## src/rtl/bp_update_controller.sv

```systemverilog
// Port arbiter and sequencer for a BHT of 2-bit saturating counters: init sweep after reset,
// then shares the table port between fetch lookups and queued read-modify-write updates.
module bp_update_controller #(
    parameter int unsigned IDX_BITS = 4,
    parameter int unsigned QDEPTH   = 4
) (
    input  logic                clk,
    input  logic                rst,
    input  logic                fetch_req,
    input  logic [15:0]         fetch_pc,
    output logic                fetch_pred,
    output logic                fetch_stall,
    input  logic                res_valid,
    input  logic [15:0]         res_pc,
    input  logic                res_taken,
    output logic                res_ready,
    output logic [IDX_BITS-1:0] tbl_addr,
    output logic                tbl_we,
    output logic [1:0]          tbl_wdata,
    input  logic [1:0]          tbl_rdata,
    output logic                init_busy
);

    localparam int unsigned PtrW = $clog2(QDEPTH);
    localparam int unsigned CntW = PtrW + 1;

    typedef enum logic {StInit, StRun} state_e;

    state_e              state_q, state_d;
    logic [IDX_BITS-1:0] init_idx_q, init_idx_d;
    logic [IDX_BITS-1:0] fifo_idx_q [QDEPTH];
    logic [QDEPTH-1:0]   fifo_taken_q;
    logic [PtrW-1:0]     wr_ptr_q, wr_ptr_d, rd_ptr_q, rd_ptr_d;
    logic [CntW-1:0]     count_q, count_d;
    logic [2:0]          age_q, age_d;

    logic                fifo_empty, fifo_full, grant_upd, push, pop;
    logic [IDX_BITS-1:0] fetch_idx, res_idx, head_idx;
    logic                head_taken;
    logic                unused_pc;

    assign fetch_idx  = fetch_pc[IDX_BITS:1];
    assign res_idx    = res_pc[IDX_BITS:1];
    assign unused_pc  = ^{fetch_pc[15:IDX_BITS+1], fetch_pc[0], res_pc[15:IDX_BITS+1], res_pc[0]};
    assign head_idx   = fifo_idx_q[rd_ptr_q];
    assign head_taken = fifo_taken_q[rd_ptr_q];
    assign fifo_empty = (count_q == '0);
    assign fifo_full  = (count_q == CntW'(QDEPTH));
    assign push       = res_valid && res_ready;
    assign pop        = grant_upd;

    always_comb begin
        state_d     = state_q;
        init_idx_d  = init_idx_q;
        age_d       = age_q;
        tbl_addr    = '0;
        tbl_we      = 1'b0;
        tbl_wdata   = 2'b01;
        fetch_pred  = 1'b0;
        fetch_stall = 1'b0;
        init_busy   = 1'b0;
        res_ready   = 1'b0;
        grant_upd   = 1'b0;
        case (state_q)
            StInit: begin
                tbl_addr    = init_idx_q;
                tbl_we      = 1'b1;
                init_busy   = 1'b1;
                fetch_stall = 1'b1;
                init_idx_d  = init_idx_q + 1'b1;
                age_d       = 3'd0;
                if (init_idx_q == '1) begin
                    state_d = StRun;
                end
            end
            StRun: begin
                res_ready = !fifo_full;
                // A full queue or a starved head forces the update past a pending lookup.
                grant_upd = !fifo_empty && (!fetch_req || fifo_full || age_q == 3'd7);
                if (grant_upd) begin
                    tbl_addr    = head_idx;
                    tbl_we      = 1'b1;
                    fetch_stall = fetch_req;
                    age_d       = 3'd0;
                    if (head_taken) begin
                        tbl_wdata = (tbl_rdata == 2'd3) ? 2'd3 : tbl_rdata + 2'd1;
                    end else begin
                        tbl_wdata = (tbl_rdata == 2'd0) ? 2'd0 : tbl_rdata - 2'd1;
                    end
                end else begin
                    if (fetch_req) begin
                        tbl_addr   = fetch_idx;
                        fetch_pred = tbl_rdata[1];
                    end
                    if (fifo_empty) begin
                        age_d = 3'd0;
                    end else if (age_q != 3'd7) begin
                        age_d = age_q + 3'd1;
                    end
                end
            end
            default: state_d = StInit;
        endcase
    end

    always_comb begin
        wr_ptr_d = push ? wr_ptr_q + 1'b1 : wr_ptr_q;
        rd_ptr_d = pop ? rd_ptr_q + 1'b1 : rd_ptr_q;
        count_d  = count_q;
        if (push && !pop) begin
            count_d = count_q + 1'b1;
        end else if (pop && !push) begin
            count_d = count_q - 1'b1;
        end
    end

    always_ff @(posedge clk) begin
        if (rst) begin
            state_q    <= StInit;
            init_idx_q <= '0;
            wr_ptr_q   <= '0;
            rd_ptr_q   <= '0;
            count_q    <= '0;
            age_q      <= 3'd0;
        end else begin
            state_q    <= state_d;
            init_idx_q <= init_idx_d;
            wr_ptr_q   <= wr_ptr_d;
            rd_ptr_q   <= rd_ptr_d;
            count_q    <= count_d;
            age_q      <= age_d;
        end
    end

    always_ff @(posedge clk) begin
        if (push) begin
            fifo_idx_q[wr_ptr_q]   <= res_idx;
            fifo_taken_q[wr_ptr_q] <= res_taken;
        end
    end

endmodule

```

## config.mk

```make
export PLATFORM = sky130hd
export DESIGN_NAME = bp_update_controller
export DESIGN_NICKNAME = d
export VERILOG_FILES = /design/src/rtl/bp_update_controller.sv
export SDC_FILE = /design/constraint.sdc
export NUM_CORES = 1
export LEC_CHECK = 0
export ABC_AREA = 1
export CAP_MARGIN = 30
export CORE_AREA = 2 2 64 72
export CTS_BUF_LIST = sky130_fd_sc_hd__clkbuf_8
export DETAILED_ROUTE_END_ITERATION = 16
export DIE_AREA = 0 0 66 74
export DONT_BUFFER_PORTS = 1
export HOLD_SLACK_MARGIN = 0.06
export PLACE_DENSITY = 0.6
export SYNTH_ARGS = -nofsm -noshare
export SYNTH_HDL_FRONTEND = slang
export SYNTH_SLANG_ARGS = --single-unit
```

## constraint.sdc

```tcl
create_clock -name clk -period 2.4 [get_ports clk]
set_clock_uncertainty 0.15 [all_clocks]
set_input_delay 0.48 -clock clk [delete_from_list [all_inputs] [get_ports clk]]
set_output_delay 0.48 -clock clk [all_outputs]
set_load 0.01 [all_outputs]
```

# Word-level counts from Yosys, hierarchy flattened
# Memory sizes are Yosys's and may differ from the RTL's. A register that Yosys moved wholly into a read port is not among the register bits.
# Index checks and enable logic that the tools add are counted.
[totals] ff_bits=19 latch_bits=0 ramBits=16 mem_bits_ro=0 elab_cells=76 memories=1
[op_classes] n_addsub=8 multipliers=0 n_div=0 n_lt_le_gt_ge=3 n_eq_ne=6 shifts=0 n_mux=35 bitwise_logic=1 reduce_logical=15
[memory_table] name="fifo_idx_q" words=4 width=4 rd=1 rd_clocked_by_memory_dff=1 write_ports=1 line="31" text="logic [IDX_BITS-1:0] fifo_idx_q [QDEPTH];"
[ops] cell="3-bit 2-to-1 mux" count=5
[ops] cell="1-bit 2-to-1 mux" count=14
[ops] cell="2-bit 2-to-1 mux" count=7
[ops] cell="4-bit 2-to-1 mux" count=2
[ops] cell="4-bit one-hot mux with 2 select lines" count=1
[ops] cell="2-bit by 1-bit adder with 2-bit output (second input constant)" count=3
[ops] cell="3-bit by 1-bit adder with 3-bit output (second input constant)" count=2
[ops] cell="3-bit equality test (second input constant)" count=2
[ops] cell="2-bit by 3-bit less-than comparator with 1-bit output (second input constant)" count=2
[ops] cell="3-bit one-hot mux with 2 select lines" count=1
[ops] cell="1-bit logical AND" count=5
[ops] cell="1-bit logical NOT" count=5
[ops] cell="4-bit by 1-bit adder with 4-bit output (second input constant)" count=1
[ops] cell="4-bit bitwise mux" count=1
[ops] cell="4-bit equality test (second input constant)" count=1
[ops] cell="4-bit by 1-bit != test with 1-bit output (second input constant)" count=1
[ops] cell="1-bit one-hot mux with 2 select lines" count=2
[ops] cell="3-bit logical NOT" count=1
[ops] cell="3-bit != test (second input constant)" count=1
[ops] cell="3-bit by 1-bit subtractor with 3-bit output (second input constant)" count=1
[ops] cell="1-bit binary-select mux with 2-bit select" count=1
[ops] cell="1-bit demux with 2-bit select" count=1
[ops] cell="2-bit equality test (second input constant)" count=1
[ops] cell="2-bit by 1-bit >= comparator with 1-bit output (second input constant)" count=1
[ops] cell="other kinds (5)" count=6

# Longest topological paths before layout
[depth] depth_word=8 depth_mapped=13

# Worst setup path after synthesis
# No wires, ideal clock.
[synth_path] path_kind="reg2reg" from="register age_q[0]" to="register count_q[2]" setup_ns=0.119 arrival_time_ns=1.833 t_required_ns=2.131 path_slack_ns=0.298 path_stages_with_launch=13 path_buffers=0 cell_sequence="dfxtp_1 ha_1 ha_1 nor2_2 nand2_2 nand3_2 ha_1 inv_1 fa_1 nand2_1 nand3_1 o21ai_0 a21oi_1"
[synth_between] elab_chain_len=7
[synth_lines] item="start: declaration" line="35" text="logic [2:0] age_q, age_d;"
[synth_lines] item="start signal: assignment" line="131" text="age_q <= age_d;"
[synth_lines] item="3-bit equality test *" line="79" text="grant_upd = !fifo_empty && (!fetch_req || fifo_full || age_q == 3'd7);"
[synth_lines] item="1-bit logical OR *" line="79"
[synth_lines] item="1-bit logical AND *" line="79"
[synth_lines] item="1-bit 2-to-1 mux *" line="64" text="case (state_q)"
[synth_lines] item="1-bit logical NOT" line="110" text="if (push && !pop) begin"
[synth_lines] item="1-bit logical AND" line="110"
[synth_lines] item="3-bit 2-to-1 mux or 2-bit nonzero test (tied branches)"
[synth_lines] item="end signal: assignment" line="130" text="count_q <= count_d;"
[synth_lines] item="end: declaration" line="34" text="logic [CntW-1:0] count_q, count_d;"
# Mark *: on every way between the ends. The rest lies on a longest branch, timed or not.
# A chain may end at the register's enable or synchronous reset.

# Final worst setup path
[layout_path] from="register age_q[0]" to="output tbl_addr[2]"
[layout_between] elab_chain_len=5
[layout_lines] item="3-bit equality test" line="79"
[layout_lines] item="1-bit logical OR" line="79"
[layout_lines] item="1-bit logical AND" line="79"
[layout_lines] item="4-bit 2-to-1 mux" line="80" text="if (grant_upd) begin"
[layout_lines] item="4-bit one-hot mux with 2 select lines" line="64"
[layout_lines] item="end: declaration" line="17" text="output logic [IDX_BITS-1:0] tbl_addr,"
# Every way passes these cells.

==> results.md <==
* Layout area overhead at 11.7%
* Dpl hpwl at 2460 um
* R2R Setup Slk at 250 ps
* First-pass DRT Iterations at 4
* Slowest CP cell: dfxtp_2
* Final max-slew violation count at 0
* Sequential fraction of the synthesis area at 51.2%
* Initial antenna violation count at 0
* PostCTS Resize Cnt at 0
* Initial Util at 43.9%
* Top Ports at 50
* Row cnt at 25
* Final RePlAce weighted congestion at 0.760
* Via density at 4.72
* WL/cell at 12.0 um
* Pleak at 0.000881 uW
* Nature of the critical path endpoint: output pin
* Vias in the first global route at 1216
* Power density over the cells at 604 nW/um^2
* Syn_nets at 269
* IO buf count at 0
* Hold Fails Final Rpt at 0
* Clock slew at reported path FFs at 80 ps
* Drt total wl at 3400 um
* Die footprint at 4880 sq um
* Residual DRC at 0
* Synth top area cells: edfxtp_1 33%, dfxtp_1 19%, nand2_1 12%
* Antenna Cells at 0
* CP max stage delay at 330 ps
* Core area at 4190 sq um
* Hold Buf Count CTS at 0
* CTS sink cnt at 37
* Yosys top cell by area: edfxtp_1
* Layout cells sized above 1 at 14.4%
* CP required at 1770 ps
* CP most frequent cell: nand2_1
* CP Class: flip-flop to output pin
* Worst Path Arrival at 1610 ps
* Largest net degree at the start of global routing at 17
* First-pass GRT wire length at 5420 um
* Netlist cell types at 22
* Number of setup buffers added after CTS at 0
* Via count at 1336
* CP max FO at 5
* Slew @ Worst Pin at 538 ps
* Die width at 66 um
* Die height at 74 um
* Post-route minimum period at 2240 ps
* Worst VDD drop at 0.285 mV
* Non-Filler Instances at 283
* Fin crit share at 93.3%
* Final setup fails at 0
* FF+latch count, synth at 37
* GRT overflow at 0
* GRT Overall Usage at 15.2%
* Ys Warns at 0
* ANT nets after route at 0
* CTS tree: yes
* Post-Syn Instances at 221
* Nature of the critical path startpoint: flip-flop
* Cell area after synthesis at 1840 sq um
* Initial DRC count at 41
* Hold Crit Class: input pin to flip-flop
* Clk root buf: clkbuf_8
* Clock latency on the worst-skew pair at 280 ps
* Highest clock rate at 447 MHz
* H-tree depth at 2
* Top cell type's share of synthesized area at 32.7%
* Fin nets at 276
* CP Cell Sequence: ha_1 -> ha_2 -> inv_1 -> nand2_1 -> nand2_1 -> nand2_2 -> nor2_4 -> nand2_1 -> nand3_1
* Num CTS Buffers at 5
* Status: finished, final reports clean
* Placed cells at 275
* Avg Cell Area, Syn at 8.32 sq um
* Final setup TNS at 0 ps
* Crit path buffers/inverters at 1
* Slew HR at 64.0%
* Maximum Capacitance Violations at 0
* Max clock buf depth at 2
* RSZ-0062 raised after global routing: false
* Worst path top cell family by delay: simple AND/OR/NAND/NOR gates
==> final timing paths <==
kind / from / endpoint / cells after the start
min: rst / state_q / 1
max: age_q[0] / tbl_addr[2] / 9
max reg2reg: age_q[0] / count_q[2] / 12
min reg2reg: age_q[0] / age_q[0] / 1
==> cell usage after synthesis <==
library cell / n
or2_2: 4
clkinv_1: 1
dfxtp_1: 17
nand2_1: 60
nor3_2: 2
inv_1: 36
nand2_2: 3
buf_6: 1
edfxtp_1: 20
nor3b_2: 1
fa_1: 1
nand3_1: 13
ha_1: 8
o21ai_0: 11
inv_2: 2
nand2_4: 1
nor2_2: 3
nor2_1: 26
nand3_2: 2
xor2_1: 1
buf_4: 1
a21oi_1: 7
==> cell families after synthesis <==
group | Yosys count | share of synthesized area (%)
simple gates | 115 | 28.0
xor+xnor | 1 | 0.476
flops | 37 | 51.2
buf+inv | 41 | 8.98
fa+ha+maj | 9 | 6.53
compound gates | 18 | 4.90
==> layer usage <==
| metal | up-vias | part of all wire (%) | routed length (um) | track usage [%] |
|---|---|---|---|---|
| met5 | - | 0 | 0 | 0 |
| met4 | 0 | 2.3 | 78 | 8.39 |
| met1 | 602 | 44 | 1510 | 19.1 |
| met3 | 7 | 5.9 | 201 | 3.63 |
| li1 | 702 | - | - | - |
| met2 | 25 | 47 | 1610 | 24.2 |
==> cell usage in the layout (no fill, tap or decap) <==
| cell | synthesis | layout |
|---|---|---|
| nand2_1 | 60 | 60 |
| inv_1 | 36 | 36 |
| nor2_1 | 26 | 26 |
| edfxtp_1 | 20 | 20 |
| dfxtp_1 | 17 | 16 |
| nand3_1 | 13 | 12 |
| o21ai_0 | 11 | 11 |
| a21oi_1 | 7 | 7 |
| ha_1 | 8 | 6 |
| clkbuf_8 | 0 | 5 |
| or2_2 | 4 | 4 |
| nand2_2 | 3 | 3 |
| nand3_2 | 2 | 2 |
| inv_2 | 2 | 2 |
| nor2_2 | 3 | 2 |
| nor3_2 | 2 | 2 |
| buf_4 | 1 | 2 |
| clkinv_1 | 1 | 1 |
| nand3_4 | 0 | 1 |
| nor2_4 | 0 | 1 |
| nand2_4 | 1 | 1 |
| xor2_1 | 1 | 1 |
| nor3b_2 | 1 | 1 |
| fa_2 | 0 | 1 |
| ha_4 | 0 | 1 |
| ha_2 | 0 | 1 |
| dfxtp_2 | 0 | 1 |
| clkinv_4 | 0 | 1 |
| clkinvlp_4 | 0 | 1 |
| bufinv_16 | 0 | 1 |
==> per-stage QoR <==
stage / total power [uW] / hold WS, ps / util (%) / instance area, sq um / worst slack, ps
CTS: 1250 / 90.7 / 48.1 / 2020 / 26.3
finish: 1240 / 103 / 49.0 / 2050 / 161
global route: 1280 / 90.6 / 49.0 / 2050 / 12.5
global placement: 718 / 285 / 45.4 / 1900 / 160
detailed placement: 719 / 285 / 45.4 / 1900 / 126
floorplan: 712 / 266 / - / 1840 / 298
==> report_power, final <==
group / internal, uW / switching (uW) / total [uW]
clock network: 311 / 225 / 536
registers: 670 / 4.24 / 674
logic: 10.5 / 19.8 / 30.4
==> final cells by class <==
type	instances	area, sq um
Fill cell	426	2140
Sequential cell	37	942
Multi-Input combinational cell	143	768
Inverter	39	146
Clock buffer	5	68.8
Tap cell	54	67.6
Clock inverter	3	46.3
Timing Repair Buffer	2	15.0
==> sequential cells by signal, indices dropped and copies added (netlist names), named ones only <==
register,flops
fifo_idx_q,16
fifo_taken_q,4
init_idx_q,4
age_q,3
count_q,3
rd_ptr_q,2
wr_ptr_q,2
state_q,1
No activity file was read; power rests on OpenSTA's default activity.
